`config.mk`:
```
export PLATFORM = sky130hd
export DESIGN_NAME = uop_issue_stage
export DESIGN_NICKNAME = d
export VERILOG_FILES = /design/src/rtl/uop_issue_stage.sv
export SDC_FILE = /design/constraint.sdc
export NUM_CORES = 1
export LEC_CHECK = 0
export CAP_MARGIN = 20
export CORE_MARGIN = 4
export CORE_UTILIZATION = 55
export DETAILED_ROUTE_END_ITERATION = 12
export GPL_TIMING_DRIVEN = 1
export PLACE_DENSITY = 0.83
export SKIP_LAST_GASP = 1
export SYNTH_ARGS = -nofsm -noshare
export SYNTH_HDL_FRONTEND = slang
export SYNTH_SLANG_ARGS = --single-unit
```
`constraint.sdc`:
```
create_clock -name clk -period 4.9 [get_ports clk]
set_clock_uncertainty 0.05 [all_clocks]
set_input_delay 0.49 -clock clk [delete_from_list [all_inputs] [get_ports clk]]
set_output_delay 0.49 -clock clk [all_outputs]
set_load 0.05 [all_outputs]
```
`src/rtl/uop_issue_stage.sv`:
```
// Decoded-uop issue stage: one-entry hold buffer, register scoreboard hazard check,
// and a registered valid/ready output toward execute.

package riscv_uop_pkg;

  typedef struct packed {
    logic        valid;
    logic        uses_rs1;
    logic        uses_rs2;
    logic        writes_rd;
    logic [4:0]  rs1;
    logic [4:0]  rs2;
    logic [4:0]  rd;
    logic [5:0]  alu_op;
    logic [3:0]  fu_sel;
    logic [7:0]  tag;
    logic [31:0] imm;
  } uop_t;

endpackage

module uop_issue_stage
  import riscv_uop_pkg::*;
#(
  parameter int NREGS       = 32,
  parameter int STALL_CNT_W = 16
) (
  input  logic                   clk,
  input  logic                   rst_n,
  input  logic                   in_valid,
  input  uop_t                   in_uop,
  output logic                   in_ready,
  output logic                   iss_valid,
  output uop_t                   iss_uop,
  input  logic                   iss_ready,
  input  logic                   wb_valid,
  input  logic [4:0]             wb_rd,
  input  logic                   flush,
  output logic                   illegal,
  output logic [NREGS-1:0]       scoreboard,
  output logic [STALL_CNT_W-1:0] stall_cnt
);

  logic                   rdy_en_q;
  logic                   hold_valid_q;
  uop_t                   hold_q;
  logic                   iss_valid_q;
  uop_t                   iss_uop_q;
  logic [NREGS-1:0]       sb_q;
  logic [NREGS-1:0]       sb_d;
  logic [STALL_CNT_W-1:0] stall_q;
  logic [STALL_CNT_W-1:0] stall_d;
  logic                   illegal_q;

  logic [NREGS-1:0] wb_mask;
  logic [NREGS-1:0] out_mask;
  logic [NREGS-1:0] set_mask;
  logic [NREGS-1:0] pend;
  logic             hazard;
  logic             move;
  logic             accept;
  logic             iss_fire;
  logic             in_ready_c;

  always_comb begin
    wb_mask = '0;
    if (wb_valid) wb_mask[wb_rd] = 1'b1;

    // The uop sitting in the output register counts as pending even before it fires.
    out_mask = '0;
    if (iss_valid_q && iss_uop_q.writes_rd) out_mask[iss_uop_q.rd] = 1'b1;

    pend    = (sb_q & ~wb_mask) | out_mask;
    pend[0] = 1'b0;

    hazard = (hold_q.uses_rs1  && pend[hold_q.rs1]) ||
             (hold_q.uses_rs2  && pend[hold_q.rs2]) ||
             (hold_q.writes_rd && pend[hold_q.rd]);

    move       = !flush && hold_valid_q && !hazard && (!iss_valid_q || iss_ready);
    in_ready_c = rdy_en_q && !flush && (!hold_valid_q || move);
    accept     = in_valid && in_ready_c;
    iss_fire   = iss_valid_q && iss_ready;

    set_mask = '0;
    if (iss_fire && iss_uop_q.writes_rd) set_mask[iss_uop_q.rd] = 1'b1;

    sb_d    = (sb_q & ~wb_mask) | set_mask;
    sb_d[0] = 1'b0;

    stall_d = stall_q;
    if (hold_valid_q && hazard && (stall_q != '1)) stall_d = stall_q + STALL_CNT_W'(1);
  end

  always_ff @(posedge clk or negedge rst_n) begin
    if (!rst_n) begin
      rdy_en_q     <= 1'b0;
      hold_valid_q <= 1'b0;
      hold_q       <= '0;
      iss_valid_q  <= 1'b0;
      iss_uop_q    <= '0;
      sb_q         <= '0;
      stall_q      <= '0;
      illegal_q    <= 1'b0;
    end else begin
      rdy_en_q  <= 1'b1;
      sb_q      <= sb_d;
      stall_q   <= stall_d;
      illegal_q <= accept && !in_uop.valid;

      if (flush) begin
        hold_valid_q <= 1'b0;
      end else if (accept && in_uop.valid) begin
        hold_valid_q <= 1'b1;
        hold_q       <= in_uop;
      end else if (move) begin
        hold_valid_q <= 1'b0;
      end

      if (flush) begin
        iss_valid_q <= 1'b0;
      end else if (move) begin
        iss_valid_q <= 1'b1;
        iss_uop_q   <= hold_q;
      end else if (iss_ready) begin
        iss_valid_q <= 1'b0;
      end
    end
  end

  assign in_ready   = in_ready_c;
  assign iss_valid  = iss_valid_q;
  assign iss_uop    = iss_uop_q;
  assign illegal    = illegal_q;
  assign scoreboard = sb_q;
  assign stall_cnt  = stall_q;

endmodule

```
Word level (Yosys, flattened, before mapping)
Cells that the tools add are included.
Word-level totals
  word-level logic and storage cells: 92
  input bits: 80
  output and inout port bits: 120
  register bits after elaboration: 189
Cells by class
  muxes and demuxes: 19
  eq/ne operators: 1
  $add $sub $neg: 1
  bitwise logic cells: 5
  reductions and logical operators: 31
  order comparisons: 7
Operators with widths (count)
  $mux 32: 3
  $or 32x32->32: 2
  $and 32x32->32: 1
  $not 32->32: 1
  $lt 5x6->1 const B: 5
  $logic_and 1x1->1: 18
  $add 16x1->16 const B: 1
  $ne 16x16->1 const B: 1
  $bmux 1 s5: 3
  $mux 1: 11
  $demux 1 s5: 2
  $ge 5x1->1 const B: 2
  $reduce_bool 3->1: 2
  $logic_not 1->1: 5
  $logic_or 1x1->1: 4
  $reduce_and 2->1: 2
  $not 1->1: 1

Longest topological paths before layout
Gate-level depths: netlist (run 1).
  depth after elaboration: 22
  mapped depth: 13
  gate-level depth less buffers: 9

Worst setup path after synthesis (run 1)
No wires, ideal clock.
  kind: reg2out
  start point: reg iss_uop_q (netlist bit iss_uop[51])
  end point: out in_ready
  path buffers: 2
  setup slack: 1.249 ns
  arrival: 3.111 ns
  stages on the path, launching flop included: 12
  data required time: 4.360 ns
  cell sequence: dfrtp_1 -> buf_2 -> and4b_1 -> clkbuf_1 -> nand2_1 -> nand2_1 -> mux4_2 -> a31oi_1 -> and3_1 -> o2111ai_2 -> o21ai_0 -> and2_1
Between the ends
  longest elaborated chain between the ends: 16
  elaborated cells between the ends (all ways): 23
  classes of those cells: 2 x order compare; 9 x mux; 1 x bitwise; 11 x reduce/logical
Ends and longest elaborated chain
  start: declaration: RTL line 48  | uop_t iss_uop_q;
  start signal: assignment: RTL line 124  | iss_uop_q <= hold_q;
  $lt 5x6->1 (not written as such) or $ge 5x1->1 (tied branches): RTL line 71  | if (iss_valid_q && iss_uop_q.writes_rd) out_mask[iss_uop_q.rd] = 1'b1;
  $logic_and 1x1->1 (not written as such): RTL line 71
  $mux 1 (not written as such): RTL line 71
  $demux 1 s5 *: RTL line 71
  $mux 32 *: RTL line 71
  $or 32x32->32 *: RTL line 73  | pend = (sb_q & ~wb_mask) | out_mask;
  $bmux 1 s5 (on tied branches): RTL line 76, 77
  $mux 1 (on tied branches): RTL line 76, 77
  $logic_and 1x1->1 (on tied branches): RTL line 76, 77
  $logic_or 1x1->1: RTL line 76  | hazard = (hold_q.uses_rs1 && pend[hold_q.rs1]) ||
  $logic_or 1x1->1 *: RTL line 77  | (hold_q.uses_rs2 && pend[hold_q.rs2]) ||
  $logic_not 1->1 *: RTL line 80  | move = !flush && hold_valid_q && !hazard && (!iss_valid_q || iss_ready);
  $logic_and 1x1->1 * (2 in a row): RTL line 80
  $logic_or 1x1->1 *: RTL line 81  | in_ready_c = rdy_en_q && !flush && (!hold_valid_q || move);
  $logic_and 1x1->1 *: RTL line 81
  end: declaration: RTL line 32  | output logic in_ready,
Every way passes the cells marked *; elsewhere a longest branch is shown, timed or not. The select of a mux whose other input is x is not followed.

Worst setup path in the final report (run 1)
  start point: in wb_valid
  end point: out in_ready
Between the ends
  longest elaborated chain between the ends: 14
  elaborated cells between the ends (all ways): 20
  classes of those cells: 7 x mux; 3 x bitwise; 10 x reduce/logical
Ends and longest elaborated chain
  start: declaration: RTL line 36  | input logic wb_valid,
  $mux 32 *: RTL line 67  | if (wb_valid) wb_mask[wb_rd] = 1'b1;
  $not 32->32 *: RTL line 73
  $and 32x32->32 *: RTL line 73
  $or 32x32->32 *: RTL line 73
  $bmux 1 s5 (on tied branches): RTL line 76, 77
  $mux 1 (on tied branches): RTL line 76, 77
  $logic_and 1x1->1 (on tied branches): RTL line 76, 77
  $logic_or 1x1->1: RTL line 76
  $logic_or 1x1->1 *: RTL line 77
  $logic_not 1->1 *: RTL line 80
  $logic_and 1x1->1 * (2 in a row): RTL line 80
  $logic_or 1x1->1 *: RTL line 81
  $logic_and 1x1->1 *: RTL line 81
Marks and branches as above.

==> results by stage, run 1 <==
Outcome:
- The run finished with clean final reports.

STA:
- The transition time at the pin with the least slew margin is 0.849 ns.
- The number of pins with negative max-slew slack in the final report is 0.
- Setup total negative slack on the finished layout was measured at 0 ns.
- Static timing analysis puts the maximum clock frequency at 229 MHz.
- The share of the clock period used by the worst path after layout is 0.890.
- The clock period could shrink to around 4.4 ns.
- Hold timing on the final database bottoms out at a slack of around 0.11 ns.
- Setup repair after global routing left no endpoint under its margin.
- The hold violation total from the final report is 0.
- The worst pin sits at a relative slew slack of 0.434.
- Setup violations remaining at the end of the flow were counted as 0.

Global routing:
- The number of antenna violations at the first check in global routing came to 0.
- The first global-routing pass estimated around 39 mm of wire.
- The total track usage is 0.281.
- The largest net degree at the start of global routing is roughly 110.
- The sum of overflow across all layers after global routing is 0.
- The number of global-route vias before repair came to roughly 7.3k.

Clock network:
- The clock passes through at most 2 buffers.
- At the later pin of the worst-skew pair, clock insertion delay measures roughly 0.43 ns.
- The number of hold buffers added after CTS is 0.
- Once the clock tree was built, the setup fixing pass inserted 0 buffers.
- Gates resized during post-CTS repair numbered 0.
- The CTS tree is built.
- Counting the buffers created by CTS gives 17.
- The root cell of the clock tree is sky130_fd_sc_hd__clkbuf_16.
- Counting every sink on the clock net gives between 150 and 200.
- The register clock-pin slew on the reported worst setup and hold paths is around 0.07 ns.
- The number of H-tree levels is 4.

Synth:
- Each instance of the synthesized netlist takes up on average between 10 and 15 um^2.
- Synthesis produced a netlist with a net count of 837.
- Counting distinct cell types in the post-synthesis netlist gives 66.
- The async set or reset register ratio after synthesis is 1.00.
- The register bit total from synthesis is around 190.
- The portion of the post-synthesis area used by sequential elements is 0.538.
- The combined area of all synthesized cells is around 0.0088 mm^2.
- The number of synthesized flops with an enable pin is 0.
- The primary flip-flop cell chosen by synthesis mapping is sky130_fd_sc_hd__dfrtp_1.
- The instance count of the mapped netlist is 756.
- The count of synthesis-stage warnings from yosys is 0.

Route:
- The number of antenna-violating nets in the routed design is 0.
- The average vias per placed instance is approximately 6.0.
- The number of remaining DRC errors is 0.
- The routed layout has slightly above 7k vias.
- The first routing iteration left roughly 550 violations.
- The final layout contains routed wiring with a total length of between 20 and 25 mm.
- After detailed routing, the average wire length per cell comes to around 21 um.
- The pre-antenna-repair detailed-routing pass consisted of 5 iterations.

Critical path:
- The worst register-to-register path has a depth of 10.
- The worst register-to-register path begins at iss_uop[52].
- The most common cell type on the critical path is sky130_fd_sc_hd__o21ai_1.
- The largest fanout on the critical path is 16.
- The category of the critical setup timing path is input port to output port.
- The slowest stage of the critical path belongs to the cell sky130_fd_sc_hd__clkdlybuf4s50_1.
- The signal arrival time at the worst endpoint is 3.82 ns.
- On the worst path, the slowest cell contributes a delay of about 0.60 ns.
- The critical path goes through clkdlybuf4s50_1 -> or4b_1 -> o21ai_1 -> a21oi_1 -> o31ai_1 -> o21ai_1 -> nor4_2 -> o2111ai_2 -> buf_4 -> o21ai_0 -> and2_1 -> buf_12.
- The worst setup path is launched from an input port.
- The worst setup path is captured at an output port.
- The largest delay contributor family on the critical path is compound AO/OA/AOI/OAI gates.
- The number of buffer and inverter instances along the worst setup path is 3.
- The data required time at the worst endpoint is between 4 and 5 ns.
- The endpoint of the most critical register-to-register path is stall_cnt[1].
- The reg-to-reg setup timing slack is 1.25 ns.

Die:
- The starting density of the core is 0.570.
- The horizontal die dimension is approximately 130 um.
- From bottom edge to top edge, the die measures roughly 130 um.
- The region available for standard cell placement spans between 0.015 and 0.02 mm^2.
- In this run the core area contains between 40 and 50 standard-cell rows.
- The area of the die is ~0.018 mm^2.
- The number of top-level design ports is 200.

Layout:
- Counting the fill cells in the layout gives roughly 1.1k.
- The area used by multi-input combinational logic is between 0.003 and 0.004 mm^2.
- Of the cells placed in the final design, the portion with a size suffix greater than 1 is 0.132.
- The signed area change from the synthesized netlist to the final layout is 31.9%.
- For this run, the share of the core covered by cells in the final layout is 0.751.
- The number of antenna diodes in the final layout is 0.
- For this run, the post-layout net count is slightly above 1k.
- In the final layout, flip-flops and latches occupy ~0.0047 mm^2.

Power and ir drop:
- Across the VDD grid, the largest voltage drop is 597 uV.
- The standby leakage power is roughly 5 nW.
- The power per cell area is approximately 640 mW/mm^2.
- The total design power is 7.44 mW.

Flow run:
- Max-cap violations in this run came to 0.

Placed design:
- During placement, the flow inserted port buffers numbering slightly below 200.
- Routability-driven placement finished with a final weighted congestion of approximately 0.9.
- Detailed placement ended at an HPWL of roughly 18 mm.

Hold path:
- The type of the most critical hold path is input port to async pin.
==> logic make-up after synthesis <==
group,Yosys count,share of synthesized area
and+or+nand+nor,225,0.144
DFF,189,0.538
muxes,139,0.179
AOI/OAI and AO/OA,135,0.0948
buffers and inverters,50,0.0266
xor gates and xnor gates,15,0.0149
other,2,0.000854
adders and majority gates,1,0.00142
==> state kept, by name, summed over array words and instances, names as in the netlist <==
| signal | flops |
|---|---|
| hold_q | 69 |
| iss_valid | 1 |
| hold_valid_q | 1 |
| scoreboard | 31 |
| iss_uop | 69 |
| illegal | 1 |
| stall_cnt | 16 |
| rdy_en_q | 1 |
==> report_power, final <==
| group | total [mW] | leakage [nW] | switching [mW] | internal (mW) |
|---|---|---|---|---|
| combinational | 3.37 | 2.26 | 2.05 | 1.32 |
| sequential | 2.72 | 2.40 | 0.572 | 2.15 |
| clock | 1.34 | 0.274 | 0.630 | 0.712 |
==> cells in the mapped netlist, types with 3 or more instances <==
library cell                number  share of area
sky130_fd_sc_hd__buf_4           9         0.0077
sky130_fd_sc_hd__and2_1          3         0.0021
sky130_fd_sc_hd__o2111ai_1       3         0.0030
sky130_fd_sc_hd__nand2_1        65          0.028
sky130_fd_sc_hd__a21oi_1        16         0.0091
sky130_fd_sc_hd__a32oi_1         3         0.0030
sky130_fd_sc_hd__mux2_2         69          0.088
sky130_fd_sc_hd__clkbuf_1       21         0.0090
sky130_fd_sc_hd__a22oi_1         3         0.0026
sky130_fd_sc_hd__and4b_1         4         0.0046
sky130_fd_sc_hd__inv_1           9         0.0038
sky130_fd_sc_hd__dfrtp_1       189           0.54
sky130_fd_sc_hd__a31oi_1         3         0.0021
sky130_fd_sc_hd__and3_1         17          0.012
sky130_fd_sc_hd__nand4bb_1       3         0.0038
sky130_fd_sc_hd__o21ai_0        65          0.037
sky130_fd_sc_hd__o211ai_1        6         0.0051
sky130_fd_sc_hd__nand3_1        30          0.017
sky130_fd_sc_hd__nor3b_1         4         0.0034
sky130_fd_sc_hd__o22ai_1         3         0.0021
sky130_fd_sc_hd__xnor2_1        14          0.014
sky130_fd_sc_hd__o21ai_1         5         0.0028
sky130_fd_sc_hd__nor2_1         18         0.0077
sky130_fd_sc_hd__o31ai_1         3         0.0026
sky130_fd_sc_hd__buf_2          10         0.0057
sky130_fd_sc_hd__mux2_1         69          0.088
sky130_fd_sc_hd__nand4b_1        6         0.0060
sky130_fd_sc_hd__a41oi_1         3         0.0030
sky130_fd_sc_hd__nand3b_1        7         0.0060
sky130_fd_sc_hd__nand4_1        32          0.023
sky130_fd_sc_hd__nand2b_1        8         0.0057
sky130_fd_sc_hd__and3b_1         3         0.0030
sky130_fd_sc_hd__nor2b_1         7         0.0050
==> cell usage in the layout, fill, tap and decap left out, types with 4 or more instances in the layout <==
master,synthesis,routed
sky130_fd_sc_hd__a21oi_1,16,16
sky130_fd_sc_hd__and3_1,17,17
sky130_fd_sc_hd__and4b_1,4,4
sky130_fd_sc_hd__buf_12,0,5
sky130_fd_sc_hd__buf_4,9,12
sky130_fd_sc_hd__clkbuf_16,0,17
sky130_fd_sc_hd__clkdlybuf4s50_1,0,196
sky130_fd_sc_hd__dfrtp_1,189,189
sky130_fd_sc_hd__inv_1,9,9
sky130_fd_sc_hd__inv_6,0,4
sky130_fd_sc_hd__mux2_1,69,69
sky130_fd_sc_hd__mux2_2,69,69
sky130_fd_sc_hd__nand2_1,65,65
sky130_fd_sc_hd__nand2b_1,8,8
sky130_fd_sc_hd__nand3_1,30,30
sky130_fd_sc_hd__nand3b_1,7,7
sky130_fd_sc_hd__nand4_1,32,32
sky130_fd_sc_hd__nand4b_1,6,6
sky130_fd_sc_hd__nor2_1,18,18
sky130_fd_sc_hd__nor2b_1,7,7
sky130_fd_sc_hd__nor3b_1,4,4
sky130_fd_sc_hd__o211ai_1,6,6
sky130_fd_sc_hd__o21ai_0,65,65
sky130_fd_sc_hd__o21ai_1,5,5
sky130_fd_sc_hd__xnor2_1,14,14
==> per-layer routing <==
layer,share of wire,GRT usage,vias to the layer above
li1,-,-,3164
met1,0.38,0.351,3496
met2,0.50,0.458,362
met3,0.10,0.107,47
met4,0.021,0.0826,0
met5,0,0,-
==> final cells by class <==
| class | instances | area share |
|---|---|---|
| clock buffer | 18 | 0.0370 |
| clock inverter | 13 | 0.0116 |
| inverter | 9 | 0.00291 |
| multi-input combinational | 517 | 0.331 |
| sequential | 189 | 0.408 |
| tap | 211 | 0.0228 |
| timing repair buffer | 214 | 0.187 |
==> worst reg2reg max path, cell delays in order, from the launching register on <==
cell	delay, ns
sky130_fd_sc_hd__dfrtp_1	0.49
sky130_fd_sc_hd__nor3b_1	0.72
sky130_fd_sc_hd__nand2_1	0.22
sky130_fd_sc_hd__a32oi_1	0.26
sky130_fd_sc_hd__o211ai_1	0.13
sky130_fd_sc_hd__nor4_1	0.52
sky130_fd_sc_hd__nor4_2	0.12
sky130_fd_sc_hd__o2111ai_2	0.17
sky130_fd_sc_hd__buf_4	0.27
sky130_fd_sc_hd__and3_1	0.25
sky130_fd_sc_hd__mux2_2	0.35
==> worst max path at each step <==
stage	slack, ns	from	depth (start not counted)	to
after floorplan	1.25	iss_uop[51]	11	in_ready
final	0.54	wb_valid	12	in_ready
after detailed placement	0.58	wb_valid	12	in_ready
after global placement	0.70	wb_valid	12	in_ready
after CTS	0.58	wb_valid	12	in_ready
after global routing	0.28	wb_rd[3]	12	in_ready
==> through the flow <==
stage                     setup slack [ns]  instance area, um^2  std cells
final                                0.539                11600       1171
after detailed placement             0.579                11000       1140
after global placement               0.695                11000       1140
after global routing                 0.279                11600       1171
after floorplan                       1.25                 8790        756
after CTS                            0.582                11600       1171
Power figures use the tool's default switching activity.
==> run 2, diff against run 1 <==
==> constraint.sdc (replaced) <==
create_clock -name clk -period 5.2 [get_ports clk]
set_clock_uncertainty 0.05 [all_clocks]
set_input_delay 0.52 -clock clk [delete_from_list [all_inputs] [get_ports clk]]
set_output_delay 0.52 -clock clk [all_outputs]
set_load 0.05 [all_outputs]
==> results by stage, run 2 (synthesis gave the netlist of run 1 again) <==
Layout:
- The area used by multi-input combinational logic is roughly 0.0038 mm^2.
- The library cell used most frequently in the layout, excluding fill and tap cells, is sky130_fd_sc_hd__clkdlybuf4s50_1.
- Counting the fill cells in the layout gives 1066.
- In the layout the commonest cells are sky130_fd_sc_hd__clkdlybuf4s50_1 (196), sky130_fd_sc_hd__dfrtp_1 (189), sky130_fd_sc_hd__mux2_1 (69), sky130_fd_sc_hd__mux2_2 (69).
- The final layout contains between 1k and 1.5k nets.
- The final cell count without fillers is about 1.2k.
- In the final layout, the share of cells above drive strength 1 is 0.130.
- Across the whole layout, storage elements account for roughly 0.0047 mm^2.
- Relative to the synthesized area, the layout overhead comes to 31.8%.
- The repair_antennas step left the layout with diodes totalling 0.

Clock network:
- Buffers inserted to repair hold after CTS numbered 0.
- CTS saw between 150 and 200 sinks.
- Once the clock tree was built, the setup fixing pass inserted 0 buffers.
- TritonCTS built the clock tree.
- The number of clock buffers added by TritonCTS is 17.
- The register clock-pin slew on the reported worst setup and hold paths is approximately 0.070 ns.
- The maximum clock insertion buffer count is 2.
- The clock reaches the later pin of the worst-skew pair after between 0.4 and 0.5 ns.
- In this run the number of H-tree levels came out at 4.
- The root cell of the clock tree is sky130_fd_sc_hd__clkbuf_16.
- Gates resized during post-CTS repair numbered 0.

Die:
- The die covers between 0.015 and 0.02 mm^2.
- The number of top-level design ports is 200.
- The floorplan step set the die height to ~130 um.
- The core outline area is between 0.015 and 0.02 mm^2.
- The row count is 45.
- The horizontal die dimension is roughly 130 um.
- For this configuration, the core starts out at a cell density of 0.570.

STA:
- For this run, the top clock speed supported by timing is 222 MHz.
- For the final routed database, the setup TNS stands at 0 ns.
- The hold violation total from the final report is 0.
- Of the available clock period, the critical path in the final layout requires 0.865.
- The max-slew headroom at the worst pin is 0.469.
- The number of pins with negative max-slew slack in the final report is 0.
- The worst path needs roughly 4.5 ns of the cycle, external delays included.
- Setup repair after global routing left no endpoint under its margin.
- At the pin with the least slew margin, the transition time is 0.785 ns.
- Setup violations remaining at the end of the flow were counted as 0.

Route:
- The total iterations of the first detailed-routing run is 7.
- The number of remaining DRC errors is 0.
- Across all layers, the routed design uses between 7k and 8k vias.
- In the final routed layout, each cell accounts on average for about 20 um.
- Wires add up to 23.9 mm.
- The detail route stage leaves a number of antenna-violating nets equal to 0.
- For this block, the initial DRC count from the detailed router was about 740.
- After detailed routing, the number of vias per cell comes to ~6.

Placed design:
- The total placed cells including tap cells is 1137.
- The placer congestion estimate is 0.970.
- The number of buffer cells added on primary ports is around 200.
- After legalization and detailed placement, the total HPWL measured between 15 and 20 mm.

Global routing:
- The number of antenna violations at the first check in global routing was 0.
- Across every metal layer, demand over resource in global routing totals 0.268.
- The number of global-route vias before repair is ~7k.
- The global-route wire length before repair is approximately 38 mm.
- The total overflow left after global routing is 0.
- Entering global routing, the biggest net connects between 80 and 90 pins.

Critical path:
- The maximum single-stage delay on the critical path is around 0.61 ns.
- STA classifies the critical path startpoint as a register.
- The endpoint class of the critical path is an output port.
- At the worst endpoint, the arrival time is 3.93 ns.
- The data required time at the worst endpoint is 4.63 ns.
- The category of the critical setup timing path is register to output port.
- Walking the worst path, the cells encountered are or3b_2 -> o21ai_0 -> a21oi_1 -> o211a_1 -> or4b_1 -> o2111ai_2 -> buf_4 -> o21ai_0 -> and2_1 -> buf_4.
- The largest individual stage delay along the critical path comes from the cell sky130_fd_sc_hd__or3b_2.
- The largest delay contributor family on the critical path is simple AND/OR/NAND/NOR gates.
- The number of buffer and inverter instances along the worst setup path is 2.
- The largest fanout on the critical path is 18.

Outcome:
- The run finished with clean final reports.

Power and ir drop:
- The power per cell area is just over 600 mW/mm^2.
- IR analysis of the VDD net gives a maximum drop of 494 uV.
- In this run the static leakage power is between 4 and 5 nW.

Hold path:
- The type of the most critical hold path is input port to async pin.

Flow run:
- Across the run, the number of max-cap violations was 0.
==> run 2: cell types whose count changed in the layout (fill, tap and decap cells not counted), sizes merged <==
cell	before	now
buf	17	14
clkbuf	19	20
clkinv	4	5
clkinvlp	2	1
==> run 2: cell type report <==
class,count,area share
Sequential cell,189,0.408
Clock inverter,13,0.0130
Timing Repair Buffer,211,0.184
Clock buffer,19,0.0382
Tap cell,211,0.0228
Multi-Input combinational cell,517,0.331
Inverter,9,0.00292
==> run 2: metal layers <==
layer	global-route usage	part of all wire	wire (um)
met1	0.347	0.39	9290
met2	0.426	0.48	11400
met3	0.0949	0.10	2510
met4	0.0877	0.028	668
met5	0	0	0
==> run 2: worst paths after layout <==
check / start / endpoint / slack [ns] / depth (start not counted)
min reg2reg: hold_q[33] / iss_uop[33] / 0.43 / 1
min: rst_n / hold_q[13] / 0.07 / 1
max in group asynchronous: rst_n / scoreboard[7] / 3.88 / 2
max reg2reg: iss_uop[53] / stall_cnt[1] / 1.48 / 9
min in group clk: hold_q[33] / iss_uop[33] / 0.43 / 1
max: iss_uop[53] / in_ready / 0.70 / 10
==> run 2: worst register-to-register path, delay by kind of cell (launching register included) <==
family	cells	cell delay (ns)
muxes	1	0.34
AOI/OAI and AO/OA	4	0.98
buffers and inverters	1	0.27
DFF	1	0.58
and+or+nand+nor	3	1.40
==> run 2: stage by stage <==
step / setup slack, ns / util / instance area, um^2 / power (mW) / hold WS, ns
after floorplan: 1.52 / - / 8790 / 4.58 / 0.174
after global placement: 0.990 / 0.713 / 11000 / 5.63 / 0.405
after detailed placement: 0.953 / 0.713 / 11000 / 5.71 / 0.403
after CTS: 0.769 / 0.751 / 11600 / 7.03 / 0.0989
after global routing: 0.493 / 0.751 / 11600 / 7.37 / 0.125
final: 0.704 / 0.751 / 11600 / 7.03 / 0.0703
==> run 2: report_power, final <==
| group | switching [mW] | internal [mW] | leakage [nW] |
|---|---|---|---|
| Sequential | 0.565 | 2.03 | 2.40 |
| Combinational | 1.91 | 1.23 | 2.24 |
| Clock | 0.602 | 0.695 | 0.288 |
| Total | 3.07 | 3.96 | 4.93 |
==> run 3, diff against run 2 <==
--- a/config.mk
+++ b/config.mk
@@ -7,10 +7,11 @@
 export LEC_CHECK = 0
 export CAP_MARGIN = 20
 export CORE_MARGIN = 4
-export CORE_UTILIZATION = 55
+export CORE_UTILIZATION = 46
 export DETAILED_ROUTE_END_ITERATION = 12
 export GPL_TIMING_DRIVEN = 1
-export PLACE_DENSITY = 0.83
+export HOLD_SLACK_MARGIN = 0.02
+export PLACE_DENSITY = 0.74
 export SKIP_LAST_GASP = 1
 export SYNTH_ARGS = -nofsm -noshare
 export SYNTH_HDL_FRONTEND = slang
==> constraint.sdc (replaced) <==
create_clock -name clk -period 3.8 [get_ports clk]
set_clock_uncertainty 0.05 [all_clocks]
set_input_delay 0.38 -clock clk [delete_from_list [all_inputs] [get_ports clk]]
set_output_delay 0.38 -clock clk [all_outputs]
set_load 0.05 [all_outputs]
==> results by stage, run 3 (synthesis gave the netlist of run 1 again) <==
Outcome:
- The flow ran to the end, and the final reports show no timing, DRC or antenna violations.

STA:
- The hold violation total from the final report is 0.
- Derived from the worst setup path, the maximum achievable clock frequency is around 270 MHz.
- The worst pin sits at a relative slew slack of 0.566.
- The number of pins with negative max-slew slack in the final report came to 0.
- After layout, the worst setup slack is approximately 0.11 ns.
- Setup violations remaining at the end of the flow were counted as 0.
- Dividing the final minimum period by the clock period gives 0.970.
- At the pin with the least slew margin, the transition time is between 0.6 and 0.7 ns.
- The tightest hold path in the finished design has a slack of between 0.4 and 0.5 ns.
- The final period demand of the worst path is ~3.7 ns.
- For the final routed database, the setup TNS stands at 0 ns.

Layout:
- For this run, the post-layout net count is between 1k and 1.5k.
- The fraction of final layout cells sized beyond drive strength 1 is 0.194.
- The most common cell after layout, fill and taps aside is sky130_fd_sc_hd__clkdlybuf4s50_1.
- The cell area after layout is 0.0122 mm^2.
- In the layout the commonest cells are sky130_fd_sc_hd__clkdlybuf4s50_1 (193), sky130_fd_sc_hd__dfrtp_1 (187), sky130_fd_sc_hd__mux2_1 (69), sky130_fd_sc_hd__mux2_2 (69), sky130_fd_sc_hd__nand2_1 (65).
- 0 antenna diodes ended up in the layout.
- Compared with the post-synthesis result, the final layout area differs by 39.2%.

Power and ir drop:
- The power per cell area is 809 mW/mm^2.
- The standby leakage power is between 5 and 6 nW.
- Across the VDD grid, the largest voltage drop is 596 uV.

Critical path:
- The largest fanout on the critical path is 6.
- The data required time at the worst endpoint is 3.37 ns.
- The type of element launching the critical path is an input port.
- The worst setup path is captured at an output port.
- Data on the critical path arrives at its endpoint at around 3.3 ns.
- Measured in cells, the most critical reg-to-reg path has a length of 13.
- The critical path in this run is classified as input port to output port.

Route:
- The met1 layer wirelength in the final routing is about 10 mm.
- Across all layers, the routed design uses 7194 vias.
- The total iterations of the first detailed-routing run is 5.
- After detailed routing, the number of remaining DRC violations is 0.
- Summed over all layers, the routed wires come to approximately 25 mm.
- The detailed router's first-iteration violation count is 549.
- Detailed routing placed a total of around 1.9 mm of wire on met3.
- Summed over all nets, wire length on met2 after detailed routing comes to around 12 mm.
- Dividing the detail-routed wire length by the instance count gives 20.0 um.
- The number of antenna-violating nets in the routed design is 0.
- Routed signal wires occupy layers up through met4.
- Dividing the detail-routed via count by the number of cells gives 5.76.

Hold path:
- The worst hold path belongs to the class register to register.
- The worst hold path depth is 1.

Global routing:
- Entering global routing, the biggest net connects slightly above 80 pins.
- The number of global-route vias before repair is 7302.
- The sum of overflow across all layers after global routing is 0.
- The global-route wire length before repair is a little over 40 mm.
- The number of antenna violations at the first check in global routing was 0.
- Across every metal layer, demand over resource in global routing totals 0.236.

Die:
- The number of top-level design ports is 200.
- Measured along the y axis, the die boundary spans ~150 um.
- The starting density of the core is 0.468.
- The die covers around 0.021 mm^2.
- In this run the horizontal extent of the chip is about 150 um.
- Row generation in the floorplan step produced 50 rows.
- The core outline area is roughly 0.019 mm^2.

Clock network:
- Clock tree synthesis inserted a total of 17 buffers.
- The clock insertion delay at the later pin of the skew report is between 0.4 and 0.5 ns.
- The register clock-pin slew on the reported worst setup and hold paths is 0.07 ns.
- Counting along the longest clock path gives a buffer depth of 2.
- TritonCTS built the clock tree.
- Clock tree synthesis selected as its root buffer the cell sky130_fd_sc_hd__clkbuf_16.
- The number of H-tree levels is 4.
- The number of sinks driven by the clock tree is between 150 and 200.

Placed design:
- Buffers placed on the I/O ports in this run total 198.
- Detailed placement ended at an HPWL of between 15 and 20 mm.
- The post-placement worst setup slack is -0.158 ns.
- Routability-driven placement finished with a final weighted congestion of about 0.94.
- The post-placement cell area is 0.0115 mm^2.

Flow run:
- The number of max-cap violations is 0.
[run 3: layout make-up]
class | count | area, um^2
Clock buffer | 17 | 425
Clock inverter | 15 | 218
Fill cell | 1476 | 6530
Inverter | 9 | 33.8
Multi-Input combinational cell | 517 | 3920
Sequential cell | 189 | 4730
Tap cell | 234 | 293
Timing Repair Buffer | 267 | 2620
[run 3: per-stage QoR]
step,total power [mW],utilization,std cells
after floorplan,6.26,-,756
after global placement,7.86,0.612,1213
after detailed placement,7.95,0.612,1213
after CTS,9.88,0.647,1247
after global routing,10.4,0.652,1248
final,9.90,0.652,1248
[run 3: timing repair]
item | 4_1_cts | 5_1_grt
gates cloned | 0 | 0
pin swaps | 2 | 6
hold endpoints to repair | 79 | 0
gates resized for setup | 8 | 26
buffers inserted | 1 | 1
setup endpoints to repair | 1 | 1
hold buffers | 1 | 0
[run 3: final timing paths]
check	from	to	slack [ns]
min in group asynchronous	rst_n	hold_q[18]	0.47
worst max-delay path	wb_rd[4]	in_ready	0.11
worst max register to register	iss_uop[51]	iss_uop[32]	0.48
worst min register to register	hold_q[68]	hold_q[68]	0.44
max in group asynchronous	rst_n	hold_q[60]	2.28
worst min-delay path	hold_q[68]	hold_q[68]	0.44
[run 3: critical path, cell delays in order]
cell and delay [ns]:
sky130_fd_sc_hd__clkdlybuf4s50_1 0.48, sky130_fd_sc_hd__nand4b_1 0.35, sky130_fd_sc_hd__o21ai_2 0.27, sky130_fd_sc_hd__nand2_1 0.15, sky130_fd_sc_hd__mux4_2 0.49, sky130_fd_sc_hd__a31oi_1 0.19
sky130_fd_sc_hd__and3_2 0.24, sky130_fd_sc_hd__o2111ai_4 0.17, sky130_fd_sc_hd__o21ai_1 0.21, sky130_fd_sc_hd__and2_4 0.19, sky130_fd_sc_hd__buf_12 0.13
[run 3: routing by layer]
metal	up-vias	track usage
met4	0	0.0861
met5	-	0
met1	3550	0.313
met2	313	0.376
met3	47	0.0605
li1	3284	-
[run 3: where the power goes]
group          switching [mW]  internal, mW
registers               0.675          2.78
clock network           0.954         0.933
logic                    2.75          1.81
